`config.mk`:
```
export PLATFORM = sky130hd
export DESIGN_NAME = matrix_loader
export DESIGN_NICKNAME = d
export VERILOG_FILES = /design/src/rtl/matrix_loader.sv
export SDC_FILE = /design/constraint.sdc
export NUM_CORES = 1
export LEC_CHECK = 0
export ABC_AREA = 1
export ABC_CLOCK_PERIOD_IN_PS = 2100
export CORE_MARGIN = 2
export CORE_UTILIZATION = 49
export DETAILED_ROUTE_END_ITERATION = 12
export PLACE_DENSITY = 0.91
export SETUP_SLACK_MARGIN = 0.5
export SYNTH_ARGS = -nofsm -noshare
export SYNTH_HDL_FRONTEND = slang
export SYNTH_SLANG_ARGS = --single-unit
```
`constraint.sdc`:
```
create_clock -name clk -period 2.1 [get_ports clk]
set_clock_uncertainty 0.1 [all_clocks]
set_input_delay 0.21 -clock clk [delete_from_list [all_inputs] [get_ports clk]]
set_output_delay 0.21 -clock clk [all_outputs]
set_load 0.05 [all_outputs]
```
`src/rtl/matrix_loader.sv`:
```
// Streams a framed sequence of signed elements into packed A (row-major) and
// transposed B operand buses, then sequences a single multiplier run.
//
// state   | meaning
// LOAD    | accepting elements, s_ready high
// FIRE    | one-cycle start pulse to the multiplier
// WAIT    | multiplier enabled, waiting for result or timeout
// DONE    | one-cycle completion pulse
module matrix_loader #(
  parameter int DWIDTH  = 8,
  parameter int ROW     = 3,
  parameter int COL     = 3,
  parameter int NUM     = 3,
  parameter int TIMEOUT = 64
) (
  input  logic                         clk,
  input  logic                         rst_n,
  input  logic [DWIDTH-1:0]            s_data,
  input  logic                         s_valid,
  input  logic                         s_last,
  output logic                         s_ready,
  output logic [DWIDTH*ROW*NUM-1:0]    din_A,
  output logic [DWIDTH*COL*NUM-1:0]    din_B,
  output logic                         en,
  output logic                         trig,
  input  logic                         mul_out_vld,
  output logic                         done,
  output logic                         err_frame,
  output logic                         err_timeout,
  output logic                         busy
);

  localparam int NA = ROW * NUM;
  localparam int N  = NA + NUM * COL;
  localparam int IW = (N > 1) ? $clog2(N) : 1;
  localparam int CW = (TIMEOUT > 1) ? $clog2(TIMEOUT) : 1;

  typedef enum logic [1:0] {ST_LOAD, ST_FIRE, ST_WAIT, ST_DONE} state_t;

  state_t          state, state_nx;
  logic [IW-1:0]   idx;
  logic [CW-1:0]   wait_cnt;
  logic            ready_q;
  logic            accept;
  logic            last_idx;
  logic            frame_ok;
  logic            frame_bad;
  logic            timeout_hit;

  assign accept      = s_valid && s_ready;
  assign last_idx    = (idx == IW'(N - 1));
  assign frame_ok    = accept && s_last && last_idx;
  assign frame_bad   = accept && (s_last ^ last_idx);
  assign timeout_hit = (wait_cnt == CW'(TIMEOUT - 1));

  always_ff @(posedge clk or negedge rst_n) begin
    if (!rst_n) state <= ST_LOAD;
    else        state <= state_nx;
  end

  always_comb begin
    state_nx = state;
    case (state)
      ST_LOAD: if (frame_ok) state_nx = ST_FIRE;
      ST_FIRE: state_nx = ST_WAIT;
      ST_WAIT: begin
        // a result arriving on the timeout cycle still counts as completion
        if (mul_out_vld)      state_nx = ST_DONE;
        else if (timeout_hit) state_nx = ST_LOAD;
      end
      ST_DONE: state_nx = ST_LOAD;
      default: state_nx = ST_LOAD;
    endcase
  end

  always_comb begin
    s_ready = 1'b0;
    en      = 1'b0;
    trig    = 1'b0;
    done    = 1'b0;
    busy    = 1'b0;
    case (state)
      ST_LOAD: s_ready = ready_q;
      ST_FIRE: begin
        trig = 1'b1;
        en   = 1'b1;
        busy = 1'b1;
      end
      ST_WAIT: begin
        en   = 1'b1;
        busy = 1'b1;
      end
      ST_DONE: done = 1'b1;
      default: ;
    endcase
  end

  // holds s_ready low until the first edge after reset release
  always_ff @(posedge clk or negedge rst_n) begin
    if (!rst_n) ready_q <= 1'b0;
    else        ready_q <= 1'b1;
  end

  always_ff @(posedge clk or negedge rst_n) begin
    if (!rst_n) begin
      idx         <= '0;
      wait_cnt    <= '0;
      err_frame   <= 1'b0;
      err_timeout <= 1'b0;
    end else begin
      err_frame   <= (state == ST_LOAD) && frame_bad;
      err_timeout <= (state == ST_WAIT) && !mul_out_vld && timeout_hit;
      if (state == ST_WAIT) wait_cnt <= wait_cnt + CW'(1);
      else                  wait_cnt <= '0;
      if (state == ST_LOAD && accept) begin
        if (s_last || last_idx) idx <= '0;
        else                    idx <= idx + IW'(1);
      end else if (state != ST_LOAD) begin
        idx <= '0;
      end
    end
  end

  // element idx maps to A[e] directly and to B^T for the second half
  always_ff @(posedge clk or negedge rst_n) begin
    if (!rst_n) begin
      din_A <= '0;
      din_B <= '0;
    end else if (state == ST_LOAD && accept) begin
      for (int e = 0; e < NA; e++) begin
        if (idx == IW'(e)) din_A[e*DWIDTH +: DWIDTH] <= s_data;
      end
      for (int k = 0; k < NUM; k++) begin
        for (int c = 0; c < COL; c++) begin
          if (idx == IW'(NA + k*COL + c))
            din_B[(c*NUM + k)*DWIDTH +: DWIDTH] <= s_data;
        end
      end
    end
  end

endmodule

```
# Word-level counts from Yosys, hierarchy flattened
# Index checks and enable logic that the tools add are counted.
# totals
inputBits,13
reg_bits,160
# classes
eq_ne,23
mux,12
reduce_logical,34
n_addsub,2
bitwise,1
# op_table
op,count
"equality test 5 x 4 -> 1 bit, second input constant",8
AND reduction 2 bit,19
"equality test 5 x 3 -> 1 bit, second input constant",4
two-way mux 5 bit,3
"equality test 5 x 2 -> 1 bit, second input constant",2
"equality test 5 bit, second input constant",2
logical AND 1 bit,8
case mux 2 bit (4 select lines),1
"adder 6 x 1 -> 6 bit, second input constant",1
"equality test 6 bit, second input constant",1
two-way mux 2 bit,3
two-way mux 6 bit,1
"adder 5 x 1 -> 5 bit, second input constant",1
"equality test 5 x 1 -> 1 bit, second input constant",1
zero test 5 bit,1
"equality test 2 bit, second input constant",2
two-way mux 1 bit,4
nonzero test 2 bit,2
"inequality test 3 bit, second input constant",1
"equality test 2 x 1 -> 1 bit, second input constant",1
zero test 2 bit,1
"inequality test 2 bit, second input constant",1
OR reduction 2 bit,1
zero test 1 bit,1
2 further kinds,2

# Depth between registers and ports, before layout
# Gate-level depths: netlist (run 1).
# logic_depth
ltp_word,7
ltp_mapped,10
depth_no_buf,10

# Worst setup path after synthesis (run 1)
# No wires, ideal clock.
# synth_timing
path_type,register -> register
start,reg state[0]
end,reg din_B[54]
period_less_slack_ns,1.784
setup_time_ns,0.132
arrival_time_ns,1.551
slack_ns,0.316
path_stages_with_launch,9
path_cell_list,dfrtp_1 inv_1 ha_1 nand3_4 nor3_4 nand2_2 buf_6 nand2_1 o21ai_2
# synth_between
elab_chain_cells,5
# synth_lines
element,line,rtl
start: declaration,40,"state_t state, state_nx;"
start signal: assignment,58,else state <= state_nx;
zero test 2 bit *,"82, 129",
two-way mux 1 bit,82,case (state)
logical AND 1 bit,50,assign accept = s_valid && s_ready;
logical AND 1 bit *,129,end else if (state == ST_LOAD && accept) begin
AND reduction 2 bit (no source line) *,n/a,
end signal: indexed assignment,136,din_B[(c*NUM + k)*DWIDTH +: DWIDTH] <= s_data;
end: declaration,23,"output logic [DWIDTH*COL*NUM-1:0] din_B,"
# Mark *: on every way between the ends. The rest lies on a longest branch, timed or not.
# A chain may end at the register's enable or synchronous reset.

# Worst setup path after layout (run 1)
# layout_timing
start,reg state[0]
end,reg din_A[39]
# layout_between
elab_chain_cells,5
# layout_lines
element,line,rtl
zero test 2 bit *,"82, 129",
two-way mux 1 bit,82,
logical AND 1 bit,50,
logical AND 1 bit *,129,
AND reduction 2 bit (no source line) *,n/a,
end signal: indexed assignment,131,if (idx == IW'(e)) din_A[e*DWIDTH +: DWIDTH] <= s_data;
end: declaration,22,"output logic [DWIDTH*ROW*NUM-1:0] din_A,"
# Marks and branches as above.

==> metrics.md, run 1 <==
| Metric | Value |
|---|---|
| Worst-Skew Late Latency | `around 0.43 ns` |
| Clock Path Buffers | `2` |
| Nets@finish | `between 800 and 900` |
| Initial antenna violation count | `0` |
| Initial core utilization | `slightly below 50%` |
| Critical-path maximum fanout | `8` |
| Total length of routed wires | `about 21000 um` |
| Crit path required time | `roughly 2.3 ns` |
| Total GRT Usage | `28.51%` |
| Share of cells above drive strength 1 | `approximately three fifths` |
| CTS tree | `done` |
| DR iter-0 viols | `roughly 330` |
| Largest family of logic cells by synthesized area | `compound AO/OA/AOI/OAI gates` |
| Area after DPL | `between 8000 and 9000 sq um` |
| Synthesized cell area | `6476 sq um` |
| Worst VDD drop | `between 500 and 600 uV` |
| Avg WL per Cell | `approximately 21 um` |
| Fin util | `~79%` |
| RSZ-0062 raised after global routing | `yes` |
| Number of global-route vias before repair | `5425` |
| Gr busiest metal | `met2` |
| Overall power | `~9.4 mW` |
| Yosys top cell area share | `between 60% and 70%` |
| XOR/XNOR Fraction of Synth Area | `less than 1%` |
| Clock Pin Slew Worst Setup and Hold Paths | `roughly 0.060 ns` |
| Post-synthesis register bit count | `160` |
| H-tree levels | `4` |
| CTS Buf Count | `17` |
| Mux contribution to synthesized area | `0%` |
| Ranking of synthesized cells by area | `dfrtp_1 (62%), nand2_1 (9.8%), o21ai_2 (7.8%)` |
| I/O Buffers | `163` |
| Clock root cell | `clkbuf_16` |
| Num Clock Sinks | `160` |
| Post-Synth Simple-Gate Area | `14.91%` |
| Slew Viols, Final | `0` |
| Post-route cell area | `10270 sq um` |
| Relative slew slack | `61.69%` |
| First-pass GRT wire length | `about 31000 um` |
| Height of the chip | `~120 um` |
| Yosys warns | `0` |
| Synth area leader | `dfrtp_1` |
| Post-DR vias/cell | `approximately 5.4` |
| Crit path DAT | `roughly 2.1 ns` |
| Detail Route Antenna Nets | `0` |
| Die width | `~120 um` |
| Adder-cell share of the synthesized area | `2.318%` |
| Num rows | `42` |
| Fin crit period | `1.846 ns` |
| Fin. Hold Viols | `0` |
| Hold_ws | `between 0.2 and 0.25 ns` |
| Residual DRC | `0` |
| Met2 Use GR | `between 40% and 50%` |
| DR pass1 iterations | `4` |
| Dpl ws | `roughly 0.11 ns` |
| Die ar. | `approximately 14000 sq um` |
| Kind of critical path | `reg -> reg` |
| # diodes | `0` |
| Global routing usage on met3 | `about 8.7%` |
| Max Cap Viol | `0` |
| Min-Delay Path Class | `in -> async` |
| Power per cell area | `between 900 and 1000 nW/um^2` |
| Dpl hpwl | `approximately 11000 um` |
| Syn_nets | `623` |
| Dpl cells | `roughly 900` |
| LEAKAGE | `around 4.5 nW` |
| Worst slew pin tran | `between 0.5 and 0.6 ns` |
| Core Box Area | `about 13000 sq um` |
| Final period util | `about 88%` |
| Fmax | `roughly 540 MHz` |
| Netlist cell types | `28` |
| Syn-to-layout area delta | `58.66%` |
| Overflow after GRT | `0` |
| Non-Filler Instances | `999` |
| Worst setup margin | `0.2535 ns` |
| Gate count after technology mapping | `approximately 600` |
| Placer Congestion | `approximately 0.8` |
| Vias | `about 5400` |
| Largest net degree at the start of global routing | `between 60 and 70` |
| Synth Area in Compound Gates | `15.49%` |
| # IOs | `roughly 160` |
| Mean Syn Cell Area | `~11 sq um` |
| Critical path startpoint category | `flop` |
| Sequential fraction of the synthesis area | `61.82%` |
| Met1 Resource Use GR | `approximately 36%` |
| Final count of negative-setup-slack endpoints | `0` |
| Total negative setup slack | `0 ns` |
| CP Capture Type | `flop` |
| Status | `finished, final reports clean` |
==> final timing paths <==
path                                        from               endpoint  slack [ns]  cells past startpoint
min in group clk                     mul_out_vld  err_timeout$_DFF_PN0_        0.38                      2
max in group asynchronous                  rst_n  din_B[62]$_DFFE_PN0P_        1.00                      3
hold / removal                             rst_n  din_A[26]$_DFFE_PN0P_        0.23                      2
setup / recovery            state[0]$_DFFE_PN0P_  din_A[39]$_DFFE_PN0P_        0.25                      9
setup reg to reg            state[0]$_DFFE_PN0P_  din_A[39]$_DFFE_PN0P_        0.25                      9
hold reg to reg            din_B[66]$_DFFE_PN0P_  din_B[66]$_DFFE_PN0P_        0.39                      2
==> layout by cell type (no fill, tap or decap), types with 6 or more instances in the layout <==
cell type,count
clkdlybuf4s50_1,11
buf_6,7
nand2_8,20
nand2_2,62
nand2_4,58
buf_12,12
nand2_1,59
clkbuf_16,17
clkdlybuf4s15_2,111
inv_2,10
ha_1,7
nor2_4,7
o21ai_1,51
clkbuf_2,35
inv_1,16
clkbuf_8,6
nor2_1,8
o21ai_2,83
buf_4,27
o21ai_0,17
dfrtp_1,159
==> state kept, by name, summed over array words and instances (netlist names) <==
signal,flops
state,2
idx,5
din_B,72
ready_q,1
wait_cnt,6
din_A,72
err_frame,1
err_timeout,1
==> what timing repair did <==
action,in CTS,in global routing
resized for setup,503,174
buffers inserted,18,11
pin swaps,10,19
gates cloned,8,5
endpoints found under the hold margin,55,0
hold buffers,1,0
endpoints found under the setup margin,300,193
==> metal layers <==
| layer | share of wire (%) | wire length [um] |
|---|---|---|
| met1 | 39 | 8316 |
| met4 | 3.5 | 736 |
| met2 | 50 | 10530 |
| met3 | 7.1 | 1496 |
| met5 | 0 | 0 |
==> layout make-up <==
cell class,count,area (sq um)
Multi-Input combinational cell,396,3176
Tap cell,176,220.2
Timing Repair Buffer,208,2127
Clock inverter,7,121.4
Inverter,28,113.9
Sequential cell,160,4005
Fill cell,718,2810
Clock buffer,24,511.7
==> kinds of logic (layout without fill, tap and decap cells) <==
logic type | after synthesis | in the layout
and+or+nand+nor | 212 | 225
other | 1 | 1
buffers and inverters | 55 | 267
xor gates and xnor gates | 2 | 2
DFF | 160 | 160
AOI/OAI and AO/OA | 156 | 156
adders and majority gates | 12 | 12
==> synthesized netlist by cell type (all sizes together) <==
cell and number:
a21o 1, a21oi 2, buf 18, clkbuf 9
conb 1, dfrtp 160, ha 12, inv 28
nand2 186, nand3 7, nand4 1, nor2 15
nor3 1, nor3b 1, nor4 1, o21ai 151
o22ai 2, xnor2 1, xor2 1
==> critical path, stage by stage, from the launching register on <==
cell,delay (ns)
dfrtp_1,0.42
inv_2,0.11
ha_4,0.17
nand3_4,0.19
nor2_4,0.20
buf_12,0.17
buf_12,0.12
nand2_8,0.09
nand2_2,0.08
o21ai_1,0.07
==> power breakdown <==
| part | internal, mW | switching (mW) |
|---|---|---|
| Combinational | 0.904 | 1.68 |
| Clock | 2.06 | 1.24 |
| Sequential | 3.29 | 0.207 |
No activity file was read; power rests on OpenSTA's default activity.
==> run 2, diff against run 1 <==
CORE_UTILIZATION = 50   (was 49)
DONT_BUFFER_PORTS = 1   (was not set)
PLACE_DENSITY = 0.76   (was 0.91)
==> run 2 against run 1 <==
Effect of this change: the run now ends with hold timing left; worst setup slack better by 0.085 ns; maximum frequency is 4.8% higher; sequential power is 17% higher; clock-buffer cell count is 7 lower; clock power is 7.9% lower; global-route usage is 4.1 points lower; sequential cell count stayed put; critical path depth is 1 lower; power is 9.8% lower; largest power group unchanged.
==> metrics.md, run 2 (synthesis gave the netlist of run 1 again) <==
| Metric | Value |
|---|---|
| Worst-Skew Late Latency | `0.41 ns (-0.02 ns)` |
| # diodes | `0 (unchanged)` |
| Critical-path maximum fanout | `8 (unchanged)` |
| Fmax | `567.6 MHz (+4.8%)` |
| R2R cell count | `8 (-1)` |
| RSZ-0062 raised after global routing | `yes` |
| # IOs | `164 (unchanged)` |
| CTS Buf Count | `17 (unchanged)` |
| Worst VDD drop | `607.8 uV (+3.2%)` |
| Placer Congestion | `0.8208 (+2.2%)` |
| Status | `finished, violations left` |
| Nets@finish | `667 (-20%)` |
| Final period util | `83.89% (-4.0 points)` |
| Overflow after GRT | `0 (unchanged)` |
| Overall power | `8.469 mW (-9.8%)` |
| Dpl cells | `753 (-19%)` |
| First-pass GRT wire length | `25880 um (-16%)` |
| Hold-fix buffers, CTS | `1 (unchanged)` |
| Kind of critical path | `reg -> reg` |
| Crit path DAT | `1.96 ns (-0.09 ns)` |
| CTS tree | `done` |
| Largest net degree at the start of global routing | `161 (+160%)` |
| Initial core utilization | `51.32% (+1.8 points)` |
| Fin util | `65.95% (-13 points)` |
| Total GRT Usage | `24.39% (-4.1 points)` |
| Non-Filler Instances | `827 (-17%)` |
| Num Clock Sinks | `160 (unchanged)` |
| Violated checks | `hold timing` |
| Num rows | `41 (-2.4%)` |
| Die width | `117.8 um (-0.97%)` |
| Min-Delay Path Class | `in -> async` |
| Hold_ws | `-0.6165 ns (-0.8505 ns)` |
| Max Cap Viol | `0 (unchanged)` |
| Share of cells above drive strength 1 | `47.02% (-11 points)` |
| LEAKAGE | `3.723 nW (-18%)` |
| Residual DRC | `0 (unchanged)` |
| DR pass1 iterations | `4 (unchanged)` |
| Post-DR vias/cell | `5.545 (+2.4%)` |
| Avg WL per Cell | `21.39 um (+1.4%)` |
| Total negative setup slack | `0 ns (unchanged)` |
| Clock Path Buffers | `2 (unchanged)` |
| Reg2reg setup slack | `0.34 ns (+0.08 ns)` |
| Worst reg2reg startpoint | `state[1]$_DFFE_PN0P_` |
| Syn-to-layout area delta | `28.52%` |
| H-tree levels | `4 (unchanged)` |
| Power per cell area | `1018 nW/um^2 (+11%)` |
| Detail Route Antenna Nets | `0 (unchanged)` |
| CP Capture Type | `flop` |
| Fin crit period | `1.762 ns (-0.08484 ns)` |
| Slew Viols, Final | `0 (unchanged)` |
| Commonest cells after routing, fill and taps aside | `dfrtp_1 (158), o21ai_2 (78), nand2_1 (72), nand2_2 (72), o21ai_1 (59)` |
| Height of the chip | `117.8 um (-0.97%)` |
| Dpl hpwl | `10180 um (-7.4%)` |
| Core Box Area | `12620 sq um (-3.6%)` |
| Final count of negative-setup-slack endpoints | `0 (unchanged)` |
| Clock Pin Slew Worst Setup and Hold Paths | `0.07 ns (about the same)` |
| Relative slew slack | `57.41% (-4.3 points)` |
| Crit path required time | `2.30 ns (about the same)` |
| Worst slew pin tran | `0.6373 ns (+0.06275 ns)` |
| Clock root cell | `clkbuf_16` |
| I/O Buffers | `0 (-100%)` |
| Most common cell after layout, fill and taps aside | `dfrtp_1` |
| FF-to-FF End | `din_A[52]$_DFFE_PN0P_` |
| Vias | `4586 (-15%)` |
| DR iter-0 viols | `306 (-6.1%)` |
| Largest regs | `din_A x72, din_B x72, wait_cnt x6` |
| Fin. Hold Viols | `160 (+160)` |
| Critical path startpoint category | `flop` |
| Die ar. | `13880 sq um (-1.9%)` |
| Number of global-route vias before repair | `4536 (-16%)` |
| Initial antenna violation count | `0 (unchanged)` |
| Total length of routed wires | `17690 um (-16%)` |
run 2: cell types whose count changed in the layout (fill, tap and decap cells not counted), moves of 4 or more:
cell / delta
buf_12: -6
clkbuf_2: -35
inv_8: +5
clkdlybuf4s50_1: -11
buf_6: -6
o21ai_1: +8
o21ai_2: -5
nand2_1: +13
clkdlybuf4s15_2: -111
buf_4: +4
clkbuf_8: -6
nand2_4: -24
nand2_2: +10
run 2: worst max-delay path, cell delays in order, from the launching register on:
cell and delay (ns):
dfrtp_1 0.39, inv_2 0.09, ha_4 0.17, nand3_4 0.18, nor2_4 0.18, buf_12 0.22
nand2_8 0.12, nand2_2 0.12, o21ai_2 0.06
run 2: power by group:
group	internal (mW)	total, mW	switching [mW]	leakage [nW]
clock	1.60	3.05	1.45	0.287
combinational	0.502	1.34	0.839	1.23
sequential	3.27	4.08	0.805	2.21
run 2: stage by stage:
stage	setup WS [ns]	hold WS (ns)	instance area, sq um
finish	0.3383	-0.6165	8323
detailed placement	0.1237	-0.1813	6623
global placement	0.1968	-0.1821	6623
CTS	0.3670	-0.6366	7689
floorplan	0.3755	-0.1856	6574
global route	0.2621	-0.6452	8323
run 2: repair_timing:
action / CTS / global route
endpoints found under the hold margin: 162 / 160
pin swaps: 7 / 13
gates cloned: 4 / 8
setup endpoints to repair: 154 / 157
gates resized for setup: 64 / 117
buffers inserted: 15 / 14
run 2: how the worst max path moves through the flow:
| stage | start | end | slack [ns] | cells after the start |
|---|---|---|---|---|
| 2_1_floorplan | state[1]$_DFFE_PN0P_ | din_B[54]$_DFFE_PN0P_ | 0.38 | 8 |
| 3_3_place_gp | state[0]$_DFFE_PN0P_ | din_B[50]$_DFFE_PN0P_ | 0.20 | 7 |
| 4_1_cts | state[1]$_DFFE_PN0P_ | din_A[57]$_DFFE_PN0P_ | 0.37 | 8 |
| 5_1_grt | state[1]$_DFFE_PN0P_ | din_A[24]$_DFFE_PN0P_ | 0.26 | 8 |
| 3_5_place_dp | state[0]$_DFFE_PN0P_ | din_B[48]$_DFFE_PN0P_ | 0.12 | 7 |
| 6_report | state[1]$_DFFE_PN0P_ | din_A[52]$_DFFE_PN0P_ | 0.34 | 8 |
run 2: cell type report:
class                   count  area, sq um
clock buffers              17        425.4
clock inverters            15        165.2
fillers                   945         4297
inverters                  28        112.6
multi-input cells         395         3009
flip-flops and latches    160         4006
well taps                 172        215.2
repair buffers             40        389.1
run 2: layer usage:
layer  global-route usage, %  share of wire, %  routed length (um)  up-vias
li1                        -                 -                   -     2076
met1                   30.04                41                7199     2305
met2                   38.77                49                8752      182
met3                   10.22               8.2                1456       23
met4                   8.509               1.6                 280        0
met5                       0                 0                   0        -
==> run 3, diff against run 2 <==
ABC_CLOCK_PERIOD_IN_PS = 1840   (was 2100)
clock period = 1.84 ns   (was 2.1 ns; I/O delays follow)
==> run 3 against run 2 <==
Effect of this change: largest power group unchanged; core utilization shrank 0.61 points; critical path depth did not move; global-route usage decreased by 1.0 points; sequential share of layout area is 2.7 points higher; clock-buffer cell count grew 4; non-clock buffer count fell by 6; design area down 0.93%; register-to-register slack worse by 0.22 ns; highest routed layer unchanged; worst setup slack worse by 0.22 ns; the run still ends with hold timing left; routed wire length is 5.0% lower; via count shrank 4.0%; largest cell class unchanged; combinational power grew 7%.
==> metrics.md, run 3 (synthesis gave the netlist of run 1 again) <==
| Metric | Value |
|---|---|
| Status | `finished, violations left` |
| Violated checks | `hold timing` |
| Hold-fix buffers, CTS | `1 (unchanged)` |
| CP top delay family | `simple AND/OR/NAND/NOR gates` |
| Crit path DAT | `1.91 ns (-0.05 ns)` |
| Largest regs | `din_A x72, din_B x72, wait_cnt x6` |
| Clock root cell | `clkbuf_16` |
| I/O Buffers | `0 (unchanged)` |
| Critical path startpoint category | `flop` |
| Clock Power Share | `36.7% (+0.7 points)` |
| H-tree levels | `4 (unchanged)` |
| Height of the chip | `117.8 um (unchanged)` |
| Initial antenna violation count | `0 (unchanged)` |
| Switching share of power | `33.30% (-3.2 points)` |
| Num rows | `41 (unchanged)` |
| Total length of routed wires | `16810 um (-5.0%)` |
| Cell-internal power | `6.431 mW (+20%)` |
| Non-Filler Instances | `815 (-1.5%)` |
| Die width | `117.8 um (unchanged)` |
| Total GRT Usage | `23.37% (-1.0 points)` |
| Overall power | `9.642 mW (+14%)` |
| Residual DRC | `0 (unchanged)` |
| LEAKAGE | `3.378 nW (-9.3%)` |
| Placer Congestion | `0.7622 (-7.1%)` |
| Final count of negative-setup-slack endpoints | `0 (unchanged)` |
| Max Cap Viol | `0 (unchanged)` |
| Kind of critical path | `reg -> reg` |
| DR pass1 iterations | `4 (unchanged)` |
| Worst slew pin tran | `0.6177 ns (-0.01966 ns)` |
| Die ar. | `13880 sq um (unchanged)` |
| Crit path buffers/inverters | `2 (unchanged)` |
| Psw | `3.211 mW (+3.8%)` |
| Core Box Area | `12620 sq um (unchanged)` |
| CTS tree | `done` |
| Syn-to-layout area delta | `27.32%` |
| Combinational power share | `14.8% (-1.0 points)` |
| First-pass GRT wire length | `25060 um (-3.1%)` |
| Clock Pin Slew Worst Setup and Hold Paths | `0.07 ns (about the same)` |
| RSZ-0062 raised after global routing | `yes` |
| Fin. Hold Viols | `161 (+0.63%)` |
| Most common cell after layout, fill and taps aside | `dfrtp_2` |
| Dpl ws | `-0.07650 ns (-0.2001 ns)` |
| DR iter-0 viols | `355 (+16%)` |
| Dpl cells | `756 (+0.40%)` |
| Slowest-stage cell, CP | `dfrtp_1` |
| Num Clock Sinks | `160 (unchanged)` |
| Hold_ws | `-0.6458 ns (-0.02924 ns)` |
| Power per cell area | `1169 nW/um^2 (+15%)` |
| FF-to-FF End | `din_A[25]$_DFFE_PN0P_` |
| Sequential Power Share | `48.5% (+0.4 points)` |
| Worst setup margin | `0.1232 ns (-0.2151 ns)` |
| Worst reg2reg startpoint | `state[0]$_DFFE_PN0P_` |
| Critical-path maximum fanout | `16 (+8)` |
| CP Cell Sequence | `inv_2 -> ha_4 -> nand3_4 -> nor3_4 -> buf_6 -> nand2_8 -> nand2_1 -> o21ai_1` |
| Detail Route Antenna Nets | `0 (unchanged)` |
| CP max stage delay | `0.39 ns (about the same)` |
| Worst VDD drop | `1062 uV (+75%)` |
| Total negative setup slack | `0 ns (unchanged)` |
| Commonest cells after routing, fill and taps aside | `dfrtp_2 (148), nand2_1 (102), o21ai_1 (81)` |
| Largest net degree at the start of global routing | `161 (unchanged)` |
| Post-DR vias/cell | `5.404 (-2.6%)` |
| Clock Path Buffers | `2 (unchanged)` |
| Nets@finish | `655 (-1.8%)` |
| # IOs | `164 (unchanged)` |
| R2R cell count | `8 (unchanged)` |
| CTS Buf Count | `17 (unchanged)` |
| Avg WL per Cell | `20.63 um (-3.6%)` |
| Min-Delay Path Class | `in -> async` |
| Relative slew slack | `58.73% (+1.3 points)` |
| Overflow after GRT | `0 (unchanged)` |
| Dpl hpwl | `10020 um (-1.5%)` |
| Final period util | `93.30% (+9.4 points)` |
| CP Capture Type | `flop` |
| Reg2reg setup slack | `0.12 ns (-0.22 ns)` |
| Number of global-route vias before repair | `4452 (-1.9%)` |
| # diodes | `0 (unchanged)` |
| Vias | `4404 (-4.0%)` |
| Fmax | `582.5 MHz (+2.6%)` |
| Initial core utilization | `51.32% (unchanged)` |
| Fin util | `65.34% (-0.61 points)` |
| Slew Viols, Final | `0 (unchanged)` |
| Worst-Skew Late Latency | `0.42 ns (about the same)` |
| Crit path required time | `2.03 ns (-0.27 ns)` |
| Fin crit period | `1.717 ns (-0.04488 ns)` |
| Share of cells above drive strength 1 | `62.83% (+16 points)` |
-- run 3: cell types whose count changed in the layout (fill, tap and decap cells not counted), moves of 12 or more --
cell and delta:
o21ai_2 -12, dfrtp_1 -146, nand2_2 -27, nand2_1 +30, o21ai_1 +22, dfrtp_2 +146
-- run 3: power by group through the flow --
stage | combinational [mW] | clock (mW) | sequential [mW]
after floorplan | 0.925 | 0 | 4.64
after global placement | 1.08 | 0 | 4.69
after detailed placement | 1.14 | 0 | 4.70
after CTS | 1.33 | 3.58 | 4.68
after global routing | 1.55 | 3.74 | 4.70
final | 1.43 | 3.54 | 4.68
-- run 3: per-layer routing --
layer,GRT usage (%),share of wire (%),vias up
li1,-,-,2036
met3,8.721,7.6,20
met4,7.154,1.7,0
met1,28.46,40,2196
met2,38.81,51,152
met5,0,0,-
-- run 3: timing repair --
action	in CTS	in global routing
buffers inserted	13	7
endpoints found under the hold margin	164	161
gates resized for setup	200	76
gates cloned	0	6
pin swaps	13	16
setup endpoints to repair	302	171
-- run 3: final cells by class --
type	instances	area, sq um
fillers	983	4374
multi-input cells	389	2798
flip-flops and latches	160	4189
inverters	28	115.1
well taps	172	215.2
clock buffers	21	470.5
repair buffers	34	330.3
clock inverters	11	127.6
-- run 3: metrics by stage --
stage	area (sq um)	hold WS (ns)
2_1_floorplan	6600	-0.2116
3_3_place_gp	6675	-0.2085
3_5_place_dp	6675	-0.2087
4_1_cts	7833	-0.6621
5_1_grt	8245	-0.6693
6_report	8245	-0.6458
-- run 3: how the worst max path moves through the flow --
stage / to / slack [ns] / cells past startpoint / startpoint
finish: din_A[25]$_DFFE_PN0P_ / 0.12 / 8 / state[0]$_DFFE_PN0P_
global route: din_A[25]$_DFFE_PN0P_ / 0.03 / 8 / state[0]$_DFFE_PN0P_
CTS: din_A[38]$_DFFE_PN0P_ / 0.13 / 8 / state[0]$_DFFE_PN0P_
detailed placement: din_B[49]$_DFFE_PN0P_ / -0.08 / 7 / state[0]$_DFFE_PN0P_
global placement: din_A[59]$_DFFE_PN0P_ / 0.002 / 7 / state[1]$_DFFE_PN0P_
floorplan: din_B[54]$_DFFE_PN0P_ / 0.12 / 8 / state[1]$_DFFE_PN0P_
